==> src/rtl/br_resolve_ctrl_pkg.sv <==
// Shared definitions for the branch resolution controller: funct3 encodings,
// BHT counter states, FSM states and the condition/counter helper functions.
package br_resolve_ctrl_pkg;

    localparam logic [2:0] F3_BEQ  = 3'b000;
    localparam logic [2:0] F3_BNE  = 3'b001;
    localparam logic [2:0] F3_BLT  = 3'b100;
    localparam logic [2:0] F3_BGE  = 3'b101;
    localparam logic [2:0] F3_BLTU = 3'b110;
    localparam logic [2:0] F3_BGEU = 3'b111;

    localparam logic [1:0] BHT_SNT = 2'b00;
    localparam logic [1:0] BHT_WNT = 2'b01;
    localparam logic [1:0] BHT_WT  = 2'b10;
    localparam logic [1:0] BHT_ST  = 2'b11;

    typedef enum logic [0:0] {
        ST_IDLE  = 1'b0,
        ST_FLUSH = 1'b1
    } br_state_e;

    // Unused funct3 codes (010/011) fall to not-taken.
    function automatic logic br_cond_eval(input logic [2:0] funct3, input logic lt,
                                          input logic ltu, input logic eq);
        logic res;
        case (funct3)
            F3_BEQ:  res = eq;
            F3_BNE:  res = !eq;
            F3_BLT:  res = lt;
            F3_BGE:  res = !lt;
            F3_BLTU: res = ltu;
            F3_BGEU: res = !ltu;
            default: res = 1'b0;
        endcase
        return res;
    endfunction

    function automatic logic f3_illegal(input logic [2:0] funct3);
        return (funct3 == 3'b010) || (funct3 == 3'b011);
    endfunction

    function automatic logic [1:0] bht_next(input logic [1:0] ctr, input logic taken);
        logic [1:0] nxt;
        if (taken) begin
            nxt = (ctr == BHT_ST) ? BHT_ST : ctr + 2'd1;
        end else begin
            nxt = (ctr == BHT_SNT) ? BHT_SNT : ctr - 2'd1;
        end
        return nxt;
    endfunction

endpackage

==> src/rtl/br_bht.sv <==
// Branch history table: 2-bit saturating counters with a combinational read
// port for IF and a clock-edge write port for EX resolution.
module br_bht
    import br_resolve_ctrl_pkg::*;
#(
    parameter int ENTRIES = 16,
    parameter int IDX_W   = $clog2(ENTRIES)
) (
    input  logic             clk,
    input  logic             rst_n,
    input  logic [IDX_W-1:0] rd_idx,
    output logic             rd_taken,
    input  logic             wr_en,
    input  logic [IDX_W-1:0] wr_idx,
    input  logic             wr_taken
);

    logic [1:0] ctr_r [ENTRIES];

    // Read sees the pre-update value when the same index is written this cycle.
    assign rd_taken = ctr_r[rd_idx][1];

    // Counter array: reset to weakly not-taken, saturating update on resolution.
    always_ff @(posedge clk) begin
        if (!rst_n) begin
            for (int i = 0; i < ENTRIES; i++) begin
                ctr_r[i] <= BHT_WNT;
            end
        end else if (wr_en) begin
            ctr_r[wr_idx] <= bht_next(ctr_r[wr_idx], wr_taken);
        end
    end

endmodule

==> src/rtl/br_resolve_ctrl.sv <==
// Branch resolution and redirect controller with BHT-based IF prediction.
// Optional performance counters are enabled by defining BR_PERF_CNT_EN.
module br_resolve_ctrl
    import br_resolve_ctrl_pkg::*;
#(
    parameter int DATA_WIDTH   = 32,
    parameter int BHT_ENTRIES  = 16,
    parameter int FLUSH_CYCLES = 2
) (
    input  logic                  i_clk,
    input  logic                  i_rst_n,
    input  logic [DATA_WIDTH-1:0] i_if_pc,
    output logic                  o_pred_taken,
    input  logic                  i_ex_valid,
    input  logic                  i_is_branch,
    input  logic                  i_is_jal,
    input  logic                  i_is_jalr,
    input  logic [2:0]            i_funct3,
    input  logic                  i_ctrl_LT,
    input  logic                  i_ctrl_LTU,
    input  logic                  i_ctrl_EQ,
    input  logic                  i_ex_pred_taken,
    input  logic [DATA_WIDTH-1:0] i_ex_pc,
    input  logic [DATA_WIDTH-1:0] i_ex_target,
    output logic                  o_redirect,
    output logic [DATA_WIDTH-1:0] o_redirect_pc,
    output logic                  o_flush,
    output logic                  o_illegal,
    output logic [31:0]           o_br_cnt,
    output logic [31:0]           o_mispred_cnt
);

    localparam int IDX_W = $clog2(BHT_ENTRIES);

    br_state_e             state_r, state_nxt_s;
    logic [2:0]            flush_cnt_r, flush_cnt_nxt_s;
    logic                  resolve_s, cond_s, taken_s, mispred_s, illegal_s;
    logic                  redirect_r, flush_r, illegal_r;
    logic [DATA_WIDTH-1:0] redirect_pc_r, redirect_pc_nxt_s;
    logic                  unused_pc_bits_s;

    // Resolution decode; instructions seen while flushing are squashed.
    always_comb begin
        resolve_s = (state_r == ST_IDLE) && i_ex_valid;
        cond_s    = br_cond_eval(i_funct3, i_ctrl_LT, i_ctrl_LTU, i_ctrl_EQ);
        illegal_s = resolve_s && i_is_branch && f3_illegal(i_funct3);
        taken_s   = i_is_jal || i_is_jalr || (i_is_branch && cond_s);
        mispred_s = resolve_s && ((taken_s != i_ex_pred_taken) || i_is_jalr);
    end

    // Next-state logic for the redirect/flush sequencer.
    always_comb begin
        state_nxt_s     = state_r;
        flush_cnt_nxt_s = flush_cnt_r;
        case (state_r)
            ST_IDLE: begin
                if (mispred_s) begin
                    state_nxt_s     = ST_FLUSH;
                    flush_cnt_nxt_s = 3'(FLUSH_CYCLES - 1);
                end else begin
                    state_nxt_s     = ST_IDLE;
                end
            end
            ST_FLUSH: begin
                if (flush_cnt_r == 3'd0) begin
                    state_nxt_s     = ST_IDLE;
                end else begin
                    flush_cnt_nxt_s = flush_cnt_r - 3'd1;
                end
            end
            default: begin
                state_nxt_s     = ST_IDLE;
                flush_cnt_nxt_s = 3'd0;
            end
        endcase
    end

    // Corrected fetch address; held between redirects.
    always_comb begin
        if (mispred_s) begin
            redirect_pc_nxt_s = taken_s ? i_ex_target : i_ex_pc + DATA_WIDTH'(3'd4);
        end else begin
            redirect_pc_nxt_s = redirect_pc_r;
        end
    end

    // State and registered outputs.
    always_ff @(posedge i_clk) begin
        if (!i_rst_n) begin
            state_r       <= ST_IDLE;
            flush_cnt_r   <= 3'd0;
            redirect_r    <= 1'b0;
            flush_r       <= 1'b0;
            illegal_r     <= 1'b0;
            redirect_pc_r <= '0;
        end else begin
            state_r       <= state_nxt_s;
            flush_cnt_r   <= flush_cnt_nxt_s;
            redirect_r    <= mispred_s;
            flush_r       <= (state_nxt_s == ST_FLUSH);
            illegal_r     <= illegal_s;
            redirect_pc_r <= redirect_pc_nxt_s;
        end
    end

    assign o_redirect    = redirect_r;
    assign o_redirect_pc = redirect_pc_r;
    assign o_flush       = flush_r;
    assign o_illegal     = illegal_r;

    br_bht #(
        .ENTRIES (BHT_ENTRIES),
        .IDX_W   (IDX_W)
    ) u_bht (
        .clk      (i_clk),
        .rst_n    (i_rst_n),
        .rd_idx   (i_if_pc[IDX_W+1:2]),
        .rd_taken (o_pred_taken),
        .wr_en    (resolve_s && i_is_branch),
        .wr_idx   (i_ex_pc[IDX_W+1:2]),
        .wr_taken (taken_s)
    );

    assign unused_pc_bits_s = ^{i_if_pc[DATA_WIDTH-1:IDX_W+2], i_if_pc[1:0]};

`ifdef BR_PERF_CNT_EN
    logic [31:0] br_cnt_r, mispred_cnt_r;

    // Free-running event counters, wrapping at 2^32.
    always_ff @(posedge i_clk) begin
        if (!i_rst_n) begin
            br_cnt_r      <= 32'd0;
            mispred_cnt_r <= 32'd0;
        end else begin
            if (resolve_s && i_is_branch) begin
                br_cnt_r <= br_cnt_r + 32'd1;
            end
            if (mispred_s) begin
                mispred_cnt_r <= mispred_cnt_r + 32'd1;
            end
        end
    end

    assign o_br_cnt      = br_cnt_r;
    assign o_mispred_cnt = mispred_cnt_r;
`else
    assign o_br_cnt      = 32'd0;
    assign o_mispred_cnt = 32'd0;
`endif

endmodule

==> config.mk <==
export PLATFORM = sky130hd
export DESIGN_NAME = br_resolve_ctrl
export DESIGN_NICKNAME = d
export VERILOG_FILES = /design/src/rtl/br_resolve_ctrl_pkg.sv /design/src/rtl/br_bht.sv /design/src/rtl/br_resolve_ctrl.sv
export SDC_FILE = /design/constraint.sdc
export NUM_CORES = 1
export LEC_CHECK = 0
export CAP_MARGIN = 10
export CORE_MARGIN = 2
export CORE_UTILIZATION = 43
export DETAILED_ROUTE_END_ITERATION = 10
export PLACE_DENSITY = 0.87
export SETUP_SLACK_MARGIN = 0.15
export SYNTH_ARGS = -nofsm -noshare
export SYNTH_HDL_FRONTEND = slang
export SYNTH_HIERARCHICAL = 1
export SYNTH_SLANG_ARGS = --single-unit
==> constraint.sdc <==
create_clock -name i_clk -period 3.18 [get_ports i_clk]
set_clock_uncertainty 0.05 [all_clocks]
set_input_delay 0.795 -clock i_clk [delete_from_list [all_inputs] [get_ports i_clk]]
set_output_delay 0.795 -clock i_clk [all_outputs]
set_load 0.02 [all_outputs]
==> flow_summary.toml <==
[place]
placed_cell_area_um2 = 6002
dp_hpwl_mm = 10.07
gp_congestion = 0.9001
io_buffer_count = 116
placed_cells = 792

[run]
maxCapViolCount = 0

[setup_path]
r2r_slack_ns = 1.10
crit_arrival_ns = 2.15
cp_max_fo = 4
path_class = "input pin to primary output"
worst-path-buf-inv = 2
path_cells = "clkbuf_4 > mux4_2 > mux4_2 > buf_2"
endpoint_kind = "primary output"
cp_common_cell = "mux4_2"
critPathMaxStageDelay_ns = 0.51
worstSetupStartpointType = "input pin"
slowest_stage = "mux4_2"
crit_family = "multiplexers"
worstPathRequired_ns = 2.33

[clocking]
htreeDepth = 3
clkSlewWorstSetupHoldPaths_ns = 0.08
cts_tree = "yes"
numCtsBuffers = 9
cts_setup_buffers = 0
ctsHoldBuffers = 0
clock_sink_count = 70
cts_root_buf = "clkbuf_8"
insertion_delay_ns = 0.34
cts_max_path_buffers = 2

[timing]
finalCritPeriodShare = 0.9416
grt_setup_unrepaired = "no"
final_max_slew_viol_count = 0
setup-tns-final_ns = 0
setup_violations = 0
fin_crit_ns = 2.994
slew_headroom = 0.5886
hold_viol = 0
worst_pin_slew_ns = 0.6164
hold_ws_ns = 0.4068
fmax_ghz = 0.3340

[layout]
drive_gt1_frac = 0.1354
stdcell_area_um2 = 6208
final_common_cell = "clkdlybuf4s50_1"
final_cells = 808
diodes = 0
nets = 779
syn2layout_area_growth_pct = 34.33
final_cell_mix = "clkdlybuf4s50_1 (113), nand2_1 (82), conb_1 (64), nor2_1 (41)"

[synth]
yosysTopAreaCellShare = 0.2079
ys_seq_elements = 70
ys_types = 52
synthCells = 523
ys_seq_area_frac = 0.3725
ys_async_sr_fraction = 0
synth_area_um2 = 4622
ys_top_cells_by_area = "edfxtp_1 (21%), dfxtp_1 (16%), buf_4 (11%)"
ys.flop_type = "dfxtp_1"
synth_edf_count = 32
ys_warn_count = 6
postSynthAreaPerCell_um2 = 8.837
yosysTopAreaCell = "edfxtp_1"

[routing]
ant_nets = 0
dr.pass1.iters = 5
first_iter_violations = 258
wl_per_cell_um = 16.46
wl_mm = 13.30
num_vias = 4372
drc = 0
vias_per_cell = 5.411

[grt]
grtUsageMet1 = 0.2726
use_met2 = 0.4164
grt_max_degree = 32
grt_antenna_before_repair = 0
use_met3 = 0.05630
grt_pass1_vias = 4257
grt.busiest_layer = "met2"
grt_usage = 0.2323
grt_pass1_wl_mm = 21.02
gr-total-overflow = 0

[power]
p_per_area_nw_per_um2 = 398.5
p_leak_nw = 2.296
total_power_w = 0.002474
ir_worst_vdd_uv = 275.0

[die]
rows = 37
die_y_um = 107.7
io_pins = 209
die_x_um = 107.7
dieArea_um2 = 11590
start_util = 0.4457
core_area_um2 = 10370

[run_status]
status = "finished, final reports clean"

[min_path]
hp-class = "flip-flop to flip-flop"
## cell families (layout without fill, tap and decap cells)
kind of cell	Yosys count	count (layout)	share of synthesized area
adders and majority gates	5	5	0.01299
AOI/OAI and AO/OA	72	72	0.1042
xor gates and xnor gates	24	24	0.04548
muxes	21	21	0.08094
other	1	64	0.0008113
DFF	70	70	0.3725
and+or+nand+nor	224	224	0.2366
buffers and inverters	106	192	0.1465
## flip-flops by register name, indices dropped and copies added (netlist names)
register       count
o_redirect         1
flush_cnt_r        3
o_illegal          1
u_bht/ctr_r       32
o_flush            1
o_redirect_pc     32
## through the flow
step	worst slack [ns]	util
floorplan	0.5163	-
global placement	-0.6513	0.5788
detailed placement	-0.7157	0.5788
finish	0.1857	0.5987
CTS	0.1702	0.5985
global route	0.1508	0.5987
## cells in the mapped netlist, types with 4 or more instances
master / count
nor2_1: 41
buf_4: 65
nand4_1: 8
clkbuf_1: 18
nor4_1: 9
buf_6: 4
a21oi_1: 25
o21ai_0: 6
nor2b_1: 4
dfxtp_1: 38
xor2_1: 7
mux4_2: 13
mux2i_1: 7
nand2b_1: 8
nand3b_1: 4
a211o_1: 8
xnor2_1: 17
nand2_1: 82
inv_1: 13
buf_2: 4
nor3_1: 10
edfxtp_1: 32
nand3_1: 36
o211ai_1: 16
a211oi_1: 5
## final cells by class
class                   count  area (um2)
repair buffers            161        1578
inverters                  15       56.30
clock buffers              10       148.9
multi-input cells         410        2467
flip-flops and latches     70        1722
well taps                 136       170.2
clock inverters             6       66.31
fillers                   908        4161
## report_power, final
| group | switching (W) | total (W) | leakage, nW | internal (W) |
|---|---|---|---|---|
| registers | 0.0000264 | 0.00101 | 0.590 | 0.000987 |
| clock network | 0.000374 | 0.000787 | 0.108 | 0.000413 |
| logic | 0.000371 | 0.000673 | 1.60 | 0.000302 |
| total | 0.000772 | 0.00247 | 2.30 | 0.00170 |
## worst min-delay path, delay by kind of cell, from the launching register on
family           cells  cell delay (ns)
AO/OA/AOI/OAI        1             0.05
flip-flops           1             0.32
AND/OR/NAND/NOR      1             0.05
## final timing paths
path,from,to,cells past startpoint
worst min-delay path,o_redirect_pc[10],o_redirect_pc[10],2
worst min register to register,o_redirect_pc[10],o_redirect_pc[10],2
worst max register to register,u_bht/ctr_r[3][1],u_bht/ctr_r[4][0],6
worst max-delay path,i_if_pc[2],o_pred_taken,4
## routing by layer
layer,up-vias,wire length (um),part of all wire
met4,0,240,0.018
met1,2079,4957,0.37
li1,2020,-,-
met5,-,0,0
met2,252,6765,0.51
met3,21,1333,0.10
## repair_timing
item                                    CTS  global route
hold endpoints to repair                  0             0
endpoints found under the setup margin    1             1
pin swaps                                 0             0
resized for setup                        10             1
(Power assumes the default switching activity.)
==> edit, RTL diff (config.mk and constraints unchanged) <==
Register the input `i_ex_target` before use, with the module's reset. The logic sees it one clock later. The other inputs are not delayed to match.
--- a/src/rtl/br_resolve_ctrl.sv
+++ b/src/rtl/br_resolve_ctrl.sv
@@ -31,6 +31,16 @@
 );
 
     localparam int IDX_W = $clog2(BHT_ENTRIES);
+
+    logic [DATA_WIDTH-1:0] i_ex_target_q;
+
+    always_ff @(posedge i_clk) begin
+        if (!i_rst_n) begin
+            i_ex_target_q <= '0;
+        end else begin
+            i_ex_target_q <= i_ex_target;
+        end
+    end
 
     br_state_e             state_r, state_nxt_s;
     logic [2:0]            flush_cnt_r, flush_cnt_nxt_s;
@@ -78,7 +88,7 @@
     // Corrected fetch address; held between redirects.
     always_comb begin
         if (mispred_s) begin
-            redirect_pc_nxt_s = taken_s ? i_ex_target : i_ex_pc + DATA_WIDTH'(3'd4);
+            redirect_pc_nxt_s = taken_s ? i_ex_target_q : i_ex_pc + DATA_WIDTH'(3'd4);
         end else begin
             redirect_pc_nxt_s = redirect_pc_r;
         end
Check against the original RTL: not equivalent (a bounded check fails within 4 cycles, from zero or initial values and one cycle with i_rst_n low).
==> edit against the unedited design <==
Power increased by 29%; first-iteration DRC count rose by 18%; cell area is 18% higher; sequential cell count rose by 32; via count is 13% higher; area after synthesis is 24% higher; worst setup slack better by 26 ps; sequential power is 43% higher; final cell count up 14%; wire length is 10% higher; sequential share of layout area up 4.4 points; count of clock-buffer cells in the layout grew 2; critical path type unchanged.
==> edit: results (changes against the unedited design) <==
Synth
  • Post-synth top cells: 70 x dfxtp_1, 66 x buf_4, 56 x nand2_1
  • Mean post-synth cell area: 9.539 sq um (+7.9%)
  • Yosys cell types: 60 (+15%)
  • EDFF count, synth: 32 (unchanged)
  • YS warnings: 6 (unchanged)
  • Most common cell in the netlist: dfxtp_1
  • Seq/Total Area, Yosys: 41.20% (+4.0 points)
  • Synth area leaders: dfxtp_1 24%, edfxtp_1 17%, buf_4 8.6%
  • Asr flop ratio synth: 0% (unchanged)

Route
  • DR WL/cell: 15.99 um (-2.9%)
  • Initial DRC Count: 305 (+18%)
  • Routed vias: 4,930 (+13%)
  • Final wirelength: 14,690 um (+10%)

Placement
  • Placed Cells: 903 (+14%)
  • Port Buf Inserts: 116 (unchanged)
  • HPWL Detailed: 11,000 um (+9.3%)
  • Routability cong.: 0.8812 (-2.1%)
  • Dpl ws: -666.8 ps (+48.90 ps)

Finish
  • Final #Nets: 850 (+9.1%)
  • Share of cells above drive strength 1: 12.38% (-1.2 points)
  • Fill cells: 1,151 (+27%)

Global route
  • Met2 usage: 35.04% (-6.6 points)
  • Global-route wire length before repair: 23,410 um (+11%)
  • Largest net degree at the start of global routing: 67 (+110%)
  • All-Layer GR Usage: 20.63% (-2.6 points)
  • Congestion Overflow GR: 0 (unchanged)
  • M1 GR Usage: 25.75% (-1.5 points)
  • M3 GR Usage: 3.352% (-2.3 points)
  • Number of global-route vias before repair: 4,715 (+11%)
  • Initial antenna violation count: 0 (unchanged)

Clock network
  • Cts bufs inserted: 9 (unchanged)
  • Postcts setup bufs: 0 (unchanged)
  • CTS Buffer Depth: 2 (unchanged)
  • Root buf cell: clkbuf_16
  • Clock latency on the worst-skew pair: 340 ps (about the same)
  • Worst-path clk slew: around 70 ps

Setup path
  • CP max-delay cell: mux4_2
  • CP arrival: 2120 ps (-30 ps)
  • CP top delay family: multiplexers
  • Worst path max stage delay: ~520 ps

Outcome
  • Status: finished clean

STA
  • Measured slew at the worst slew-check pin: 629.3 ps (+12.89 ps)

Power
  • Internal power: 0.002314 W (+36%)
  • VDD IR-drop max: 0.2319 mV (-16%)
  • Pleak: 2.768 nW (+21%)

Min path
  • Tightest Hold Check Type: flop to flop
edit: cell families after synthesis:
kind of cell	after synthesis	synth area share, %
flops	102	41.20
fa+ha+maj	5	1.048
simple gates	230	20.97
compound gates	103	13.53
xor+xnor	13	1.986
mux	35	9.013
other cells	1	0.06541
buf+inv	112	12.18
edit: layer usage:
metal | share of wire [%] | vias up
met5 | 0 | -
li1 | - | 2341
met4 | 3.6 | 0
met1 | 39 | 2301
met3 | 7.4 | 37
met2 | 50 | 251
edit: final timing paths:
path / startpoint / to / slack [ps] / cells past startpoint
max: i_if_pc[2] / o_pred_taken / 210 / 4
min reg2reg: o_redirect_pc[7] / o_redirect_pc[7] / 410 / 2
max reg2reg: u_bht/ctr_r[3][1] / u_bht/ctr_r[1][0] / 1110 / 6
min: o_redirect_pc[7] / o_redirect_pc[7] / 410 / 2
edit: worst min-delay path, cell delays in order (launching register included):
cell	delay [ps]
dfxtp_1	310
nand2_1	50
mux2i_1	50
edit: what timing repair did:
| action | CTS | global route |
|---|---|---|
| gates resized for setup | 9 | 0 |
| setup endpoints to repair | 1 | 0 |
| endpoints found under the hold margin | 0 | 0 |
edit: metrics by stage:
stage          power, W  area (sq um)
2_1_floorplan  0.001890          5969
3_3_place_gp   0.002133          7069
6_report       0.003202          7353
3_5_place_dp   0.002145          7069
5_1_grt        0.003324          7353
4_1_cts        0.003222          7353
edit: cell type report:
type	count	area [sq um]	share of cell area, %
multi-input cells	450	2912	39.60
flip-flops and latches	102	2362	32.13
repair buffers	162	1515	20.61
clock buffers	12	267.8	3.641
well taps	176	220.2	2.995
inverters	13	48.80	0.6636
clock inverters	4	27.53	0.3743
edit: power groups by stage:
stage | sequential [W] | combinational [W] | clock [W]
final | 0.00144 | 0.000683 | 0.00108
after global placement | 0.00146 | 0.000670 | 0
after global routing | 0.00144 | 0.000733 | 0.00115
after detailed placement | 0.00146 | 0.000680 | 0
after CTS | 0.00144 | 0.000681 | 0.00111
after floorplan | 0.00150 | 0.000394 | 0
